### config.mk
export PLATFORM = sky130hd
export DESIGN_NAME = aes_block_packer
export DESIGN_NICKNAME = d
export VERILOG_FILES = /design/src/rtl/aes_block_packer.sv
export SDC_FILE = /design/constraint.sdc
export NUM_CORES = 1
export LEC_CHECK = 0
export ABC_AREA = 1
export CORE_MARGIN = 5
export CORE_UTILIZATION = 59
export CTS_CLUSTER_DIAMETER = 150
export DETAILED_ROUTE_END_ITERATION = 10
export GPL_TIMING_DRIVEN = 0
export PLACE_DENSITY = 0.87
export SLEW_MARGIN = 40
export SYNTH_ARGS = -nofsm -noshare
export SYNTH_HDL_FRONTEND = slang
export SYNTH_SLANG_ARGS = --single-unit
### constraint.sdc
create_clock -name clk -period 12.6 [get_ports clk]
set_clock_uncertainty 0.05 [all_clocks]
set_input_delay 2.52 -clock clk [delete_from_list [all_inputs] [get_ports clk]]
set_output_delay 2.52 -clock clk [all_outputs]
set_load 0.1 [all_outputs]
### src/rtl/aes_block_packer.sv
// Packs a stream of received bytes into 128-bit AES blocks, first byte in the MSB lane.
// A partial block is dropped after TIMEOUT_CLKS idle clocks; completed blocks are dropped if the output is still held.
module aes_block_packer #(
  parameter int unsigned TIMEOUT_CLKS = 86800
) (
  input  logic         clk,
  input  logic         rst_n,
  input  logic [7:0]   data_in,
  input  logic         data_in_valid,
  output logic [127:0] block_out,
  output logic         block_valid,
  input  logic         block_ready,
  output logic [3:0]   byte_count,
  output logic         overrun,
  output logic         timeout
);

  localparam int DATA_W = 8;
  localparam int IDLE_W = (TIMEOUT_CLKS < 2) ? 1 : $clog2(TIMEOUT_CLKS + 1);
  localparam logic [IDLE_W-1:0] IDLE_LAST = IDLE_W'(TIMEOUT_CLKS - 1);

  typedef enum logic { FILL_EMPTY, FILL_FILLING } fill_state_t;
  typedef enum logic { OUT_IDLE, OUT_VALID } out_state_t;

  fill_state_t       fill_st;
  out_state_t        out_st;
  logic [1:0]        rst_sync;
  logic              rst_int_n;
  logic [IDLE_W-1:0] idle_cnt;
  logic [6:0]        lane_lsb;
  logic              out_free;

  // Lanes 0..14 only; the 16th byte goes straight from data_in into the output register.
  logic [119:0]      asm_p0;

  // Reset asserts immediately but releases two clocks later, in step with clk.
  always_ff @(posedge clk or negedge rst_n) begin
    if (!rst_n) rst_sync <= 2'b00;
    else        rst_sync <= {rst_sync[0], 1'b1};
  end

  assign rst_int_n   = rst_sync[1];
  assign block_valid = (out_st == OUT_VALID);
  assign out_free    = (out_st == OUT_IDLE) || block_ready;
  assign lane_lsb    = {4'd14 - byte_count, 3'b000};

  always_ff @(posedge clk) begin
    if (data_in_valid && byte_count != 4'd15)
      asm_p0[lane_lsb +: DATA_W] <= data_in;
  end

  always_ff @(posedge clk or negedge rst_int_n) begin
    if (!rst_int_n) begin
      fill_st    <= FILL_EMPTY;
      out_st     <= OUT_IDLE;
      block_out  <= 128'h0;
      byte_count <= 4'd0;
      idle_cnt   <= '0;
      overrun    <= 1'b0;
      timeout    <= 1'b0;
    end else begin
      overrun <= 1'b0;
      timeout <= 1'b0;
      if (out_st == OUT_VALID && block_ready)
        out_st <= OUT_IDLE;

      if (data_in_valid) begin
        idle_cnt <= '0;
        if (byte_count == 4'd15) begin
          byte_count <= 4'd0;
          fill_st    <= FILL_EMPTY;
          if (out_free) begin
            block_out <= {asm_p0, data_in};
            out_st    <= OUT_VALID;
          end else begin
            overrun <= 1'b1;
          end
        end else begin
          byte_count <= byte_count + 4'd1;
          fill_st    <= FILL_FILLING;
        end
      end else if (fill_st == FILL_FILLING && TIMEOUT_CLKS != 0) begin
        // The idle clock that would bring the count to TIMEOUT_CLKS discards the partial block.
        if (idle_cnt == IDLE_LAST) begin
          timeout    <= 1'b1;
          byte_count <= 4'd0;
          idle_cnt   <= '0;
          fill_st    <= FILL_EMPTY;
        end else begin
          idle_cnt <= idle_cnt + 1'b1;
        end
      end
    end
  end

endmodule
==> impl_results.md <==
* Outcome: completed
* Sw frac at 46.56%
* Min Tclk post-route at 4.205 ns
* Worst EP required at 10.03 ns
* Layout cells sized above 1 at 32.52%
* Worst min-delay path category: reg2async
* Unique masters post-synth at 29
* Vias in the first global route at 7889
* # rows at 50
* CP Launch Type: flop
* Mapped Area at 11200 sq um
* PwrDens at 257.3 nW/um^2
* Non-Filler Instances at 1347
* Flop pwr share at 34.5%
* Initial drt markers at 716
* Clock power share at 24.1%
* Post-CTS setup buffers at 0
* Critical path arrival at 1.63 ns
* Post-synthesis sequential area ratio at 66.79%
* Placed Instances at 1297
* H-tree Lvls at 1
* N_diodes at 0
* Core region area at 18710 sq um
* Initial core utilization at 59.89%
* Drt drc at 0
* Drt pass-1 iters at 5
* # setup viols final at 0
* Mapped Avg Cell Area at 12.26 sq um
* Routed WL per cell at 20.17 microns
* Final nets at 1110
* Clk buf depth at 3
* Die width at 147.8 microns
* Cells after synthesis at 914
* Initial antenna violation count at 0
* Gpl congestion at 0.9022
* Remaining Overflow, GRT at 0
* Worst skew pair latency at 0.54 ns
* Leakage at 6.058 nW
* Tot Pwr at 3.413 mW
* Comb pwr share at 41.5%
* DR vias at 7607
* Post-route cell area at 13260 sq um
* Clk pin slew, worst setup/hold paths at 0.07 ns
* Detailed placer's ending HPWL at 19100 microns
* Critical setup path kind: reg2out
* Maximum VDD drop at 224.2 uV
* Worst-path maximum fanout at 9
* Root Driver: clkbuf_16
* Worst setup EP type: primary output
* Total CTS buffers at 27
* Final Hold Fails at 0
* Max incr delay on CP at 0.57 ns
* Post-synth ARST share at 56.36%
* Ys flop type: dfrtp_1
* Top delay family on crit path: flip-flops
* CP max stage cell: dfrtp_1
* CTS tree: built
* EDFF count, synth at 120
* Most frequent cells in the layout: 163 x nor2_1, 156 x buf_2, 154 x dfrtp_1
* Cts hold-fix bufs at 0
* Tcrit/Tclk final at 33.37%
* Most common cell after layout, fill and taps aside: nor2_1
* Layout area overhead at 18.39%
* First-pass GRT wire length at 43150 microns
* DR vias/cell at 5.647
* Post-DRT Antenna Nets at 0
* Post-placement cell area at 12370 sq um
* TNS Setup at 0 ns
* Slew margin rel. at 47.85%
* Max Cap Viol at 0
* Slew @ Worst Pin at 0.7793 ns
* Fmax at 0.2378 GHz
* Largest net degree at the start of global routing at 45
* Post-cts sizing count at 0
* Sw power at 1.589 mW
* #FFs+latches synth at 275
* I/O pin total at 147
* Crit-path cells: buf_2
* Tot GR Track Use at 25.04%
* RSZ-0062 raised after global routing: false
* Total Wirelength at 27170 microns
* Synth warn at 0
* CP Buf/Inv Count at 1
* Number of I/O port buffers at 145
* Int Pwr at 1.824 mW
* Max-slew violation count at 0
* Net Count, Synth at 932
* Clock sinks at 275
* Die area at 21840 sq um
* Die height at 147.8 microns
worst reg2reg max path: stages, from the launching register on:
cell     delay (ns)
dfrtp_1        0.47
buf_2          0.27
inv_1          0.18
ha_1           0.32
buf_4          0.16
inv_2          0.06
nor2_2         0.10
inv_1          0.09
nor2_4         0.15
nand2_2        0.19
nand2_4        0.18
buf_6          0.16
nand2_1        0.13
nor2_1         0.63
metal layers:
metal,wire [microns],GRT usage (%)
met1,10550,33.50
met2,13110,41.43
met3,2541,5.365
met5,0,0
met4,958,8.108
power by group through the flow:
stage	Clock (mW)	Sequential, mW	Combinational, mW
finish	0.821	1.18	1.42
global route	0.862	1.19	1.47
CTS	0.825	1.18	1.41
detailed placement	0	1.19	1.40
global placement	0	1.20	1.46
floorplan	0	1.90	0.395
cells in the mapped netlist (2+ instances only):
cell type / count / area, sq um
clkbuf_1: 5 / 18.77
dfrtp_1: 155 / 3879
nand2_1: 110 / 412.9
o22ai_1: 6 / 37.54
inv_2: 2 / 7.510
xor2_1: 6 / 52.55
nand2_2: 3 / 18.77
o21ai_0: 10 / 50.05
clkinv_1: 2 / 7.510
nor2_2: 22 / 137.6
buf_6: 6 / 67.56
inv_1: 71 / 266.5
buf_4: 3 / 22.52
buf_2: 21 / 105.1
ha_1: 6 / 75.07
a21oi_1: 8 / 40.04
nand3_1: 30 / 150.1
nand4_1: 21 / 131.4
mux2_2: 120 / 1351
nor2_4: 2 / 22.52
nor3_1: 16 / 80.08
edfxtp_1: 120 / 3603
nor2_1: 163 / 611.8
final timing paths:
kind / start / end / slack [ns] / depth (start not counted)
max: byte_count[1] / byte_count[1] / 8.40 / 1
min: rst_sync[1] / block_out[15] / 0.16 / 0
max reg2reg: byte_count[0] / asm_p0[112] / 9.09 / 13
min reg2reg: rst_sync[1] / block_out[15] / 0.16 / 0
max in group asynchronous: rst_n / rst_sync[1] / 10.28 / 1
min in group clk: rst_sync[0] / rst_sync[1] / 0.31 / 0
state kept, by name (all words and copies together) (netlist names):
name and count:
overrun 1, byte_count 4, timeout 1, idle_cnt 17, asm_p0 120, fill_st 1, block_valid 1, block_out 128
rst_sync 2
cell families (layout without fill, tap and decap cells):
group | after synthesis | in the layout | synth area share [%]
buffers and inverters | 111 | 310 | 4.479
XOR/XNOR | 7 | 7 | 0.5473
AO/OA/AOI/OAI | 24 | 24 | 1.139
multiplexers | 120 | 120 | 12.06
adder cells (fa/ha/maj) | 6 | 6 | 0.6701
AND/OR/NAND/NOR | 370 | 370 | 14.28
flip-flops | 275 | 275 | 66.79
other | 1 | 1 | 0.03347
final cells by class:
type                            count  area (sq um)
Sequential cell                   275          7486
Clock buffer                       37         733.2
Inverter                           76         287.8
Fill cell                        1223          5441
Buffer                             35         214.0
Timing Repair Buffer              149         855.8
Multi-Input combinational cell    528          3229
Tap cell                          234         292.8
Clock inverter                     13         165.2
metrics by stage:
stage,utilization (%),worst slack [ns],hold WS (ns)
floorplan,-,7.911,0.2812
global placement,69.22,6.207,0.2846
detailed placement,66.11,7.957,0.1627
CTS,70.91,8.419,0.1649
global route,70.91,8.323,0.1794
finish,70.91,8.395,0.1566
Power figures use the tool's default switching activity.
==> patch, RTL diff (same flow settings) <==
Register the output `byte_count` once more; this adds one clock of latency there. The other outputs are not delayed to match.
--- a/src/rtl/aes_block_packer.sv
+++ b/src/rtl/aes_block_packer.sv
@@ -22,6 +22,8 @@
   typedef enum logic { FILL_EMPTY, FILL_FILLING } fill_state_t;
   typedef enum logic { OUT_IDLE, OUT_VALID } out_state_t;
 
+  logic [3:0] byte_count_s0;
+
   fill_state_t       fill_st;
   out_state_t        out_st;
   logic [1:0]        rst_sync;
@@ -42,10 +44,10 @@
   assign rst_int_n   = rst_sync[1];
   assign block_valid = (out_st == OUT_VALID);
   assign out_free    = (out_st == OUT_IDLE) || block_ready;
-  assign lane_lsb    = {4'd14 - byte_count, 3'b000};
+  assign lane_lsb    = {4'd14 - byte_count_s0, 3'b000};
 
   always_ff @(posedge clk) begin
-    if (data_in_valid && byte_count != 4'd15)
+    if (data_in_valid && byte_count_s0 != 4'd15)
       asm_p0[lane_lsb +: DATA_W] <= data_in;
   end
 
@@ -54,7 +56,7 @@
       fill_st    <= FILL_EMPTY;
       out_st     <= OUT_IDLE;
       block_out  <= 128'h0;
-      byte_count <= 4'd0;
+      byte_count_s0 <= 4'd0;
       idle_cnt   <= '0;
       overrun    <= 1'b0;
       timeout    <= 1'b0;
@@ -66,8 +68,8 @@
 
       if (data_in_valid) begin
         idle_cnt <= '0;
-        if (byte_count == 4'd15) begin
-          byte_count <= 4'd0;
+        if (byte_count_s0 == 4'd15) begin
+          byte_count_s0 <= 4'd0;
           fill_st    <= FILL_EMPTY;
           if (out_free) begin
             block_out <= {asm_p0, data_in};
@@ -76,14 +78,14 @@
             overrun <= 1'b1;
           end
         end else begin
-          byte_count <= byte_count + 4'd1;
+          byte_count_s0 <= byte_count_s0 + 4'd1;
           fill_st    <= FILL_FILLING;
         end
       end else if (fill_st == FILL_FILLING && TIMEOUT_CLKS != 0) begin
         // The idle clock that would bring the count to TIMEOUT_CLKS discards the partial block.
         if (idle_cnt == IDLE_LAST) begin
           timeout    <= 1'b1;
-          byte_count <= 4'd0;
+          byte_count_s0 <= 4'd0;
           idle_cnt   <= '0;
           fill_st    <= FILL_EMPTY;
         end else begin
@@ -93,4 +95,8 @@
     end
   end
 
+  always_ff @(posedge clk) begin
+    byte_count <= byte_count_s0;
+  end
+
 endmodule
Formal check against the unedited RTL: not equivalent (Yosys sat finds a counterexample within 4 cycles, from zero or initial values and one cycle with rst_n low).
==> patch against the unedited design <==
Fmax up 0.31%; hold slack worse by 0.062 ns; sequential cell count up 4; non-clock buffer count unchanged; final area about the same; register-to-register slack better by 0.03 ns; wire length about the same; die area up 0.66%; worst setup slack better by 0.013 ns; total power down 0.93%; area after synthesis up 0.71%; via count up 0.63%; critical endpoint is now asm_p0[11]$_DFFE_PP_; largest cell class unchanged.
==> patch: results (changes against the unedited design) <==
Outcome
  – Status: finished, final reports clean

Global routing
  – Largest net degree at the start of global routing: 41 (-8.9%)
  – Gr usage total: 0.250 (-0.000318)
  – Met1 Track Usage GR: 0.352 (+0.0170)
  – Global-route wire length before repair: 43.2 mm (+0.21%)
  – Met2 Use GR: 0.406 (-0.00829)
  – Met3 Track Usage GR: 0.0442 (-0.00947)

Critical path
  – Crit path DAT: 4.30 ns (+2.67 ns)
  – Max incr delay on CP: 0.66 ns (+0.09 ns)
  – Critical Path Fanout Max: 10 (+1)

Pwr
  – Pwr per Cell Area: 255 nW/um^2 (-0.98%)
  – Flop pwr share: 0.354 (+0.009)
  – Lkg Pwr: 6.06 nW (about the same)
  – Peak supply drop: 224 uV (-0.25%)
  – Sw frac: 0.475 (+0.00971)

Layout
  – Share of layout cells above drive strength 1: 0.330 (+0.00450)
  – Fin nets: 1114 (+0.36%)

Synthesis
  – Mapped Nets: 936 (+0.43%)
  – Synth top area cells: dfrtp_1 34%, edfxtp_1 32%, mux2_2 12%, nor2_1 5.4%, nand2_1 3.7%
  – Sequential area share after synthesis: 0.670 (+0.00236)
  – Unique masters post-synth: 30 (+3.4%)

Drt
  – Met3 wire len: 2.40 mm (-5.7%)
  – Met2 routed wirelength: 13.1 mm (-0.31%)

Placed design
  – Placer Congestion: 0.902 (about the same)
  – Post-DP HPWL: 19.2 mm (+0.48%)
  – Place WS: 7.94 ns (-0.0172 ns)
  – Placed standard-cell area: 12400 um^2 (+0.65%)
patch: layout make-up:
| cell class | instances | share of cell area |
|---|---|---|
| clock inverter | 17 | 0.00886 |
| timing repair buffer | 149 | 0.0645 |
| inverter | 76 | 0.0217 |
| clock buffer | 32 | 0.0531 |
| sequential | 279 | 0.570 |
| tap | 234 | 0.0221 |
| multi-input combinational | 528 | 0.244 |
| buffer | 35 | 0.0161 |
patch: cell families (layout without fill, tap and decap cells):
group,Yosys count,after routing,synth area share
adder cells (fa/ha/maj),6,6,0.00665
AO/OA/AOI/OAI,24,24,0.0113
AND/OR/NAND/NOR,370,370,0.142
XOR/XNOR,7,7,0.00543
other,1,1,0.000332
flip-flops,279,279,0.670
buffers and inverters,111,309,0.0445
multiplexers,120,120,0.120
patch: through the flow:
stage	cells	util
6_report	1350	0.707
5_1_grt	1350	0.707
4_1_cts	1350	0.707
3_5_place_dp	1301	0.663
3_3_place_gp	1297	0.694
2_1_floorplan	918	-
patch: worst paths after layout:
kind                                              end  depth (start not counted)  slack (ns)                         start
setup / recovery                 asm_p0[11]$_DFFE_PP_                          5        8.41                 data_in_valid
hold / removal             block_out[123]$_DFFE_PN0P_                          0        0.09         rst_sync[1]$_DFF_PN0_
setup reg to reg                asm_p0[106]$_DFFE_PP_                         13        9.12  byte_count_s0[0]$_DFFE_PN0P_
hold reg to reg            block_out[123]$_DFFE_PN0P_                          0        0.09         rst_sync[1]$_DFF_PN0_
max in group asynchronous       rst_sync[1]$_DFF_PN0_                          1       10.27                         rst_n
min in group clk                rst_sync[1]$_DFF_PN0_                          0        0.30         rst_sync[0]$_DFF_PN0_
patch: worst max-delay path, delay by kind of cell:
kind,cells,cell delay (ns)
AND/OR/NAND/NOR,3,1.16
buffers and inverters,2,0.61
